<file path="config.mk">
export PLATFORM = sky130hd
export DESIGN_NAME = alu_op_sequencer
export DESIGN_NICKNAME = d
export VERILOG_FILES = /design/src/rtl/alu_seq_pkg.sv /design/src/rtl/alu_op_sequencer_onehot_dec.sv /design/src/rtl/alu_op_sequencer.sv
export SDC_FILE = /design/constraint.sdc
export NUM_CORES = 1
export LEC_CHECK = 0
export BUFFER_PORTS_ARGS = -buffer_cell sky130_fd_sc_hd__buf_4
export CORE_MARGIN = 2
export CORE_UTILIZATION = 45
export DETAILED_ROUTE_END_ITERATION = 10
export PLACE_DENSITY = 0.74
export SKIP_LAST_GASP = 1
export SLEW_MARGIN = 20
export SYNTH_ARGS = -nofsm -noshare
export SYNTH_HDL_FRONTEND = slang
export SYNTH_SLANG_ARGS = --single-unit
export TNS_END_PERCENT = 10
</file>
<file path="constraint.sdc">
create_clock -name Clock -period 3.7 [get_ports Clock]
set_input_delay 0.37 -clock Clock [delete_from_list [all_inputs] [get_ports Clock]]
set_output_delay 0.37 -clock Clock [all_outputs]
set_load 0.01 [all_outputs]
</file>
<file path="src/rtl/alu_seq_pkg.sv">
// Shared definitions for the ALU op sequencer: op code constants, FSM state
// encoding and op classification helpers.
package alu_seq_pkg;

  localparam int OPC_W = 5;

  localparam logic [OPC_W-1:0] OP_ADD = 5'b00011;
  localparam logic [OPC_W-1:0] OP_SUB = 5'b00100;
  localparam logic [OPC_W-1:0] OP_SHR = 5'b00101;
  localparam logic [OPC_W-1:0] OP_ROL = 5'b00110;
  localparam logic [OPC_W-1:0] OP_AND = 5'b01000;
  localparam logic [OPC_W-1:0] OP_OR  = 5'b01001;
  localparam logic [OPC_W-1:0] OP_MUL = 5'b01111;
  localparam logic [OPC_W-1:0] OP_DIV = 5'b10000;
  localparam logic [OPC_W-1:0] OP_NEG = 5'b10001;
  localparam logic [OPC_W-1:0] OP_NOT = 5'b10010;

  typedef enum logic [2:0] {
    S_IDLE   = 3'd0,
    S_LOAD_Y = 3'd1,
    S_EXEC   = 3'd2,
    S_WB_LO  = 3'd3,
    S_WB_HI  = 3'd4,
    S_DONE   = 3'd5
  } state_t;

  // Unary ops take their only operand from rb and skip the Y load.
  function automatic logic is_unary(input logic [OPC_W-1:0] op);
    return (op == OP_NEG) || (op == OP_NOT);
  endfunction

  // Ops with a 64-bit result written back to the HI/LO pair.
  function automatic logic is_hilo(input logic [OPC_W-1:0] op);
    return (op == OP_MUL) || (op == OP_DIV);
  endfunction

  function automatic logic is_legal(input logic [OPC_W-1:0] op);
    return op inside {OP_ADD, OP_SUB, OP_SHR, OP_ROL, OP_AND, OP_OR,
                      OP_MUL, OP_DIV, OP_NEG, OP_NOT};
  endfunction

endpackage

</file>
<file path="src/rtl/alu_op_sequencer_onehot_dec.sv">
// Register index to one-hot enable decoder; all zeros when en is low.
module onehot_dec #(
  parameter int NUM_REGS = 16
) (
  input  logic [3:0]          idx,
  input  logic                en,
  output logic [NUM_REGS-1:0] onehot
);

  // NOTE: the '0 default ahead of the loop keeps every bit assigned on every
  // path, so no latch is inferred.
  always_comb begin
    onehot = '0;
    for (int i = 0; i < NUM_REGS; i++) begin
      if (en && (int'(idx) == i)) onehot[i] = 1'b1;
    end
  end

endmodule

</file>
<file path="src/rtl/alu_op_sequencer.sv">
// Strobe sequencer for one register-register ALU instruction per start pulse.
// Optional build macro ALUSEQ_R0_GUARD_EN suppresses register writes to R0.
module alu_op_sequencer
  import alu_seq_pkg::*;
#(
  parameter int NUM_REGS = 16,
  parameter int OP_W     = 5
) (
  input  logic                Clock,
  input  logic                clear,
  input  logic                start,
  input  logic [OP_W-1:0]     opcode,
  input  logic [3:0]          ra,
  input  logic [3:0]          rb,
  input  logic [3:0]          rc,
  output logic                busy,
  output logic                done,
  output logic                illegal,
  output logic [OP_W-1:0]     op_out,
  output logic [NUM_REGS-1:0] Rout,
  output logic [NUM_REGS-1:0] Rin,
  output logic                Yin,
  output logic                ZHighin,
  output logic                Zlowin,
  output logic                Zhighout,
  output logic                Zlowout,
  output logic                HIin,
  output logic                Loin
);

  state_t          state;
  logic [OP_W-1:0] op_q;
  logic [3:0]      ra_q;
  logic [3:0]      rc_q;

  logic            rout_en;
  logic [3:0]      rout_idx;
  logic            rin_en;
  logic [3:0]      rin_idx;

  logic            in_legal;
  logic            in_unary;
  logic            q_hilo;
  logic            wr_ok;

  assign in_legal = is_legal(OPC_W'(opcode));
  assign in_unary = is_unary(OPC_W'(opcode));
  assign q_hilo   = is_hilo(OPC_W'(op_q));

`ifdef ALUSEQ_R0_GUARD_EN
  // R0 is hardwired: the write strobe is dropped, the bus cycle still happens.
  assign wr_ok = (ra_q != 4'd0);
`else
  assign wr_ok = 1'b1;
`endif

  // Each branch loads the outputs belonging to the state being entered, so
  // every strobe is a clean register output held for exactly one cycle.
  // NOTE: sequential state uses non-blocking assignments only; later
  // assignments in the same pass override the defaults at the top.
  // NOTE: the captured instruction fields are not reset; they are only read
  // in states that are reachable after a capture.
  always_ff @(posedge Clock) begin
    if (clear) begin
      state    <= S_IDLE;
      busy     <= 1'b0;
      done     <= 1'b0;
      illegal  <= 1'b0;
      op_out   <= '0;
      Yin      <= 1'b0;
      ZHighin  <= 1'b0;
      Zlowin   <= 1'b0;
      Zhighout <= 1'b0;
      Zlowout  <= 1'b0;
      HIin     <= 1'b0;
      Loin     <= 1'b0;
      rout_en  <= 1'b0;
      rout_idx <= '0;
      rin_en   <= 1'b0;
      rin_idx  <= '0;
    end else begin
      done     <= 1'b0;
      illegal  <= 1'b0;
      op_out   <= '0;
      Yin      <= 1'b0;
      ZHighin  <= 1'b0;
      Zlowin   <= 1'b0;
      Zhighout <= 1'b0;
      Zlowout  <= 1'b0;
      HIin     <= 1'b0;
      Loin     <= 1'b0;
      rout_en  <= 1'b0;
      rin_en   <= 1'b0;

      case (state)
        S_IDLE: begin
          if (start) begin
            op_q <= opcode;
            ra_q <= ra;
            rc_q <= rc;
            busy <= 1'b1;
            if (!in_legal) begin
              state   <= S_DONE;
              done    <= 1'b1;
              illegal <= 1'b1;
            end else if (in_unary) begin
              state    <= S_EXEC;
              op_out   <= opcode;
              ZHighin  <= 1'b1;
              Zlowin   <= 1'b1;
              rout_en  <= 1'b1;
              rout_idx <= rb;
            end else begin
              state    <= S_LOAD_Y;
              op_out   <= opcode;
              Yin      <= 1'b1;
              rout_en  <= 1'b1;
              rout_idx <= rb;
            end
          end
        end

        S_LOAD_Y: begin
          state    <= S_EXEC;
          op_out   <= op_q;
          ZHighin  <= 1'b1;
          Zlowin   <= 1'b1;
          rout_en  <= 1'b1;
          rout_idx <= rc_q;
        end

        S_EXEC: begin
          state   <= S_WB_LO;
          Zlowout <= 1'b1;
          if (q_hilo) begin
            Loin <= 1'b1;
          end else begin
            rin_en  <= wr_ok;
            rin_idx <= ra_q;
          end
        end

        S_WB_LO: begin
          if (q_hilo) begin
            state    <= S_WB_HI;
            Zhighout <= 1'b1;
            HIin     <= 1'b1;
          end else begin
            state <= S_DONE;
            done  <= 1'b1;
          end
        end

        S_WB_HI: begin
          state <= S_DONE;
          done  <= 1'b1;
        end

        S_DONE: begin
          state <= S_IDLE;
          busy  <= 1'b0;
        end

        default: begin
          state <= S_IDLE;
          busy  <= 1'b0;
        end
      endcase
    end
  end

  onehot_dec #(.NUM_REGS(NUM_REGS)) u_rout_dec (
    .idx    (rout_idx),
    .en     (rout_en),
    .onehot (Rout)
  );

  onehot_dec #(.NUM_REGS(NUM_REGS)) u_rin_dec (
    .idx    (rin_idx),
    .en     (rin_en),
    .onehot (Rin)
  );

endmodule

</file>
==> summary.log <==
qor: power_and_ir_drop.cellLeakagePower 0.000996 uW
qor: finish.num-nets-final 260
qor: synth.synth_seq_area_share 0.508
qor: setup_path.arrival 1.47 ns
qor: power_and_ir_drop.power_density_over_the_cells 500 nW/um2
qor: drt.drtPass1Iterations 4
qor: global_routing.first_global_vias 1,266
qor: setup_path.critical_path_peak_fanout 5
qor: clock_network.cts_setup_buffers 0
qor: sta.slew_headroom 0.500
qor: global_routing.grt_start_max_net_pins 22
qor: worst_hold_path.worst_hold_startpoint rc[0]
qor: die.die-width 67.1 um
qor: setup_path.startpoint rout_idx[1]$_SDFFE_PP0P_
qor: job.drv.max_cap_violation_count 0
qor: clock_network.worst_skew_pair.late_latency 0.28 ns
qor: synth.synth_edf_count 13
qor: synth.yosys_warning_total 0
qor: clock_network.cts.sink_count 39
qor: sta.rsz0062_at_grt false
qor: synth.async_reset_ff_frac 0
qor: worst_hold_path.worstHoldPathType in -> reg
qor: drt.post_drt_wl_per_cell 12.6 um
qor: die.initial_core_util 0.479
qor: setup_path.timing.critical_path.to_type output port
qor: finish.number_of_fill_cells_in_the_layout 327
qor: synth.post_synthesis_cell_area 1790 um2
qor: drt.drt_iter0_drc 61
qor: synth.synth.ff_latch_count 39
qor: clock_network.tritoncts built
qor: synth.syn_area_per_cell 10.1 um2
qor: setup_path.required 3.33 ns
qor: setup_path.startpoint_type register
qor: global_routing.grt_util_all_layers 0.168
qor: clock_network.h-tree-depth 2
qor: place.hpwl 2720 um
qor: synth.synthDistinctLibCells 38
qor: finish.number_of_inserted_diodes 0
qor: global_routing.grt_pass1_wl 5660 um
qor: setup_path.worstReg2RegStart state[1]$_SDFFE_PP0P_
qor: sta.worst_slew_pin_slew 0.749 ns
qor: place.routabilityCongestion 0.807
qor: clock_network.cts.repair.resized 0
qor: die.core_area 3740 um2
qor: die.dieHeight 67.1 um
qor: clock_network.clock-root-buffer clkbuf_8
qor: synth.yosys.cell_count.top_type nor2_1
qor: finish.layout.core_utilization 0.637
qor: synth.synth_top_cell_area_share 0.290
qor: sta.fmax 543 MHz
qor: finish.layout-drive-gt1-share 0.378
qor: clock_network.cts_made_buffers 5
qor: drt.number_of_nets_still_failing_antenna_checks_after_routing 0
qor: clock_network.clockBufferDepth 2
qor: drt.vias 1,475
qor: sta.clock_skew 0.00205 ns
qor: synth.most_instantiated_cells_after_synthesis 43 x nor2_1, 26 x dfxtp_1, 13 x edfxtp_1, 12 x nor3_1, 9 x mux2i_1
qor: power_and_ir_drop.vdd_ir_drop_max 0.233 mV
qor: drt.drc 0
qor: sta.worst_slack 1.86 ns
qor: clock_network.cts_hold_repair.buffers 0
qor: drt.post_drt_via_cell_ratio 5.10
qor: synth.number_of_cells_produced_by_synthesis 178
qor: die.boundaryPins 67
qor: synth.post-synth-top-area-cell dfxtp_1
qor: sta.timing.final.setup_violations 0
qor: clock_network.clk_pin_slew_worst_paths 0.07 ns
qor: global_routing.antenna_violations_before_repair 0
qor: synth.yosys_most_used_dff dfxtp_1
qor: drt.postRouteWirelength 3650 um
qor: sta.totalNegativeSetupSlack 0 ns
qor: die.row_count 22
qor: global_routing.overall_overflow_remaining_after_global_route 0
qor: place.place_ws 1.64 ns
qor: sta.min_period 1.84 ns
qor: setup_path.criticalPathCategory reg -> out
qor: sta.final.period_utilization 0.498
qor: die.overall_die_area 4510 um2
qor: synth.yosys-top-cells-area dfxtp_1 29%, edfxtp_1 22%, nor2_1 9.0%, mux2i_1 5.0%, a211oi_2 4.9%
qor: run_status.outcome complete, no violations
qor: place.port_buffer_count 66
qor: sta.report.final.hold_viol_count 0
qor: synth.mappedNetlistNets 198
qor: finish.area_growth 33.0%
qor: sta.final_count_of_pins_violating_max_slew 0
## metal layers
metal  share of wire  track usage
met1            0.44        0.209
met2            0.48        0.270
met3           0.069       0.0659
met4           0.011       0.0485
met5               0            0
## worst max-delay path, stage by stage (launching register included)
cell	delay (ns)
dfxtp_1	0.36
or3b_2	0.53
nor3_1	0.15
buf_4	0.15
## final timing paths
path,to,slack (ns),cells past startpoint
min,rc_q[0]$_DFFE_PP_,0.26,1
min reg2reg,rin_idx[2]$_SDFFE_PP0P_,0.49,2
max reg2reg,rc_q[3]$_DFFE_PP_,1.95,3
max,Rout[0],1.86,3
## metrics by stage
step	power (uW)	std cells	hold slack [ns]	cell area, um2
floorplan	769	178	0.453	1790
global placement	838	281	0.457	2260
detailed placement	842	281	0.470	2260
CTS	1200	289	0.248	2380
global route	1260	289	0.242	2380
finish	1190	289	0.256	2380
## where the power goes
| group | internal [uW] | switching (uW) |
|---|---|---|
| logic | 129 | 148 |
| clock network | 218 | 139 |
| registers | 499 | 60.1 |
## cell families after synthesis
group	after synthesis	share of synthesized area
AO/OA/AOI/OAI	24	0.119
AND/OR/NAND/NOR	92	0.264
XOR/XNOR	2	0.00977
multiplexers	9	0.0502
flip-flops	39	0.508
buffers and inverters	12	0.0488
## registers in the layout, summed over array words and instances (netlist names)
name and cells:
busy 1, Yin 1, rc_q 4, done 1, ra_q 4, rin_en 1, rin_idx 4, Zlowin 1
op_out 5, illegal 1, HIin 1, rout_idx 4, op_q 5, Zlowout 1, state 3, rout_en 1
Loin 1
## cells in the final DEF (no fill, tap or decap), drive strengths merged, types with 5 or more instances in the layout
cell,count
edfxtp,13
clkbuf,6
nand2,8
a211oi,9
a32oi,5
dfxtp,26
nor2,43
nand3,5
nor3,12
buf,66
mux2i,9
## area by class of cell
class                           count  area (um2)  share of cell area
Inverter                            1        3.75             0.00157
Tap cell                           48        60.1              0.0252
Sequential cell                    39         911               0.382
Timing Repair Buffer               66         495               0.208
Clock inverter                      2        35.0              0.0147
Clock buffer                        6        82.6              0.0346
Multi-Input combinational cell    127         797               0.334
Power figures use the tool's default switching activity.
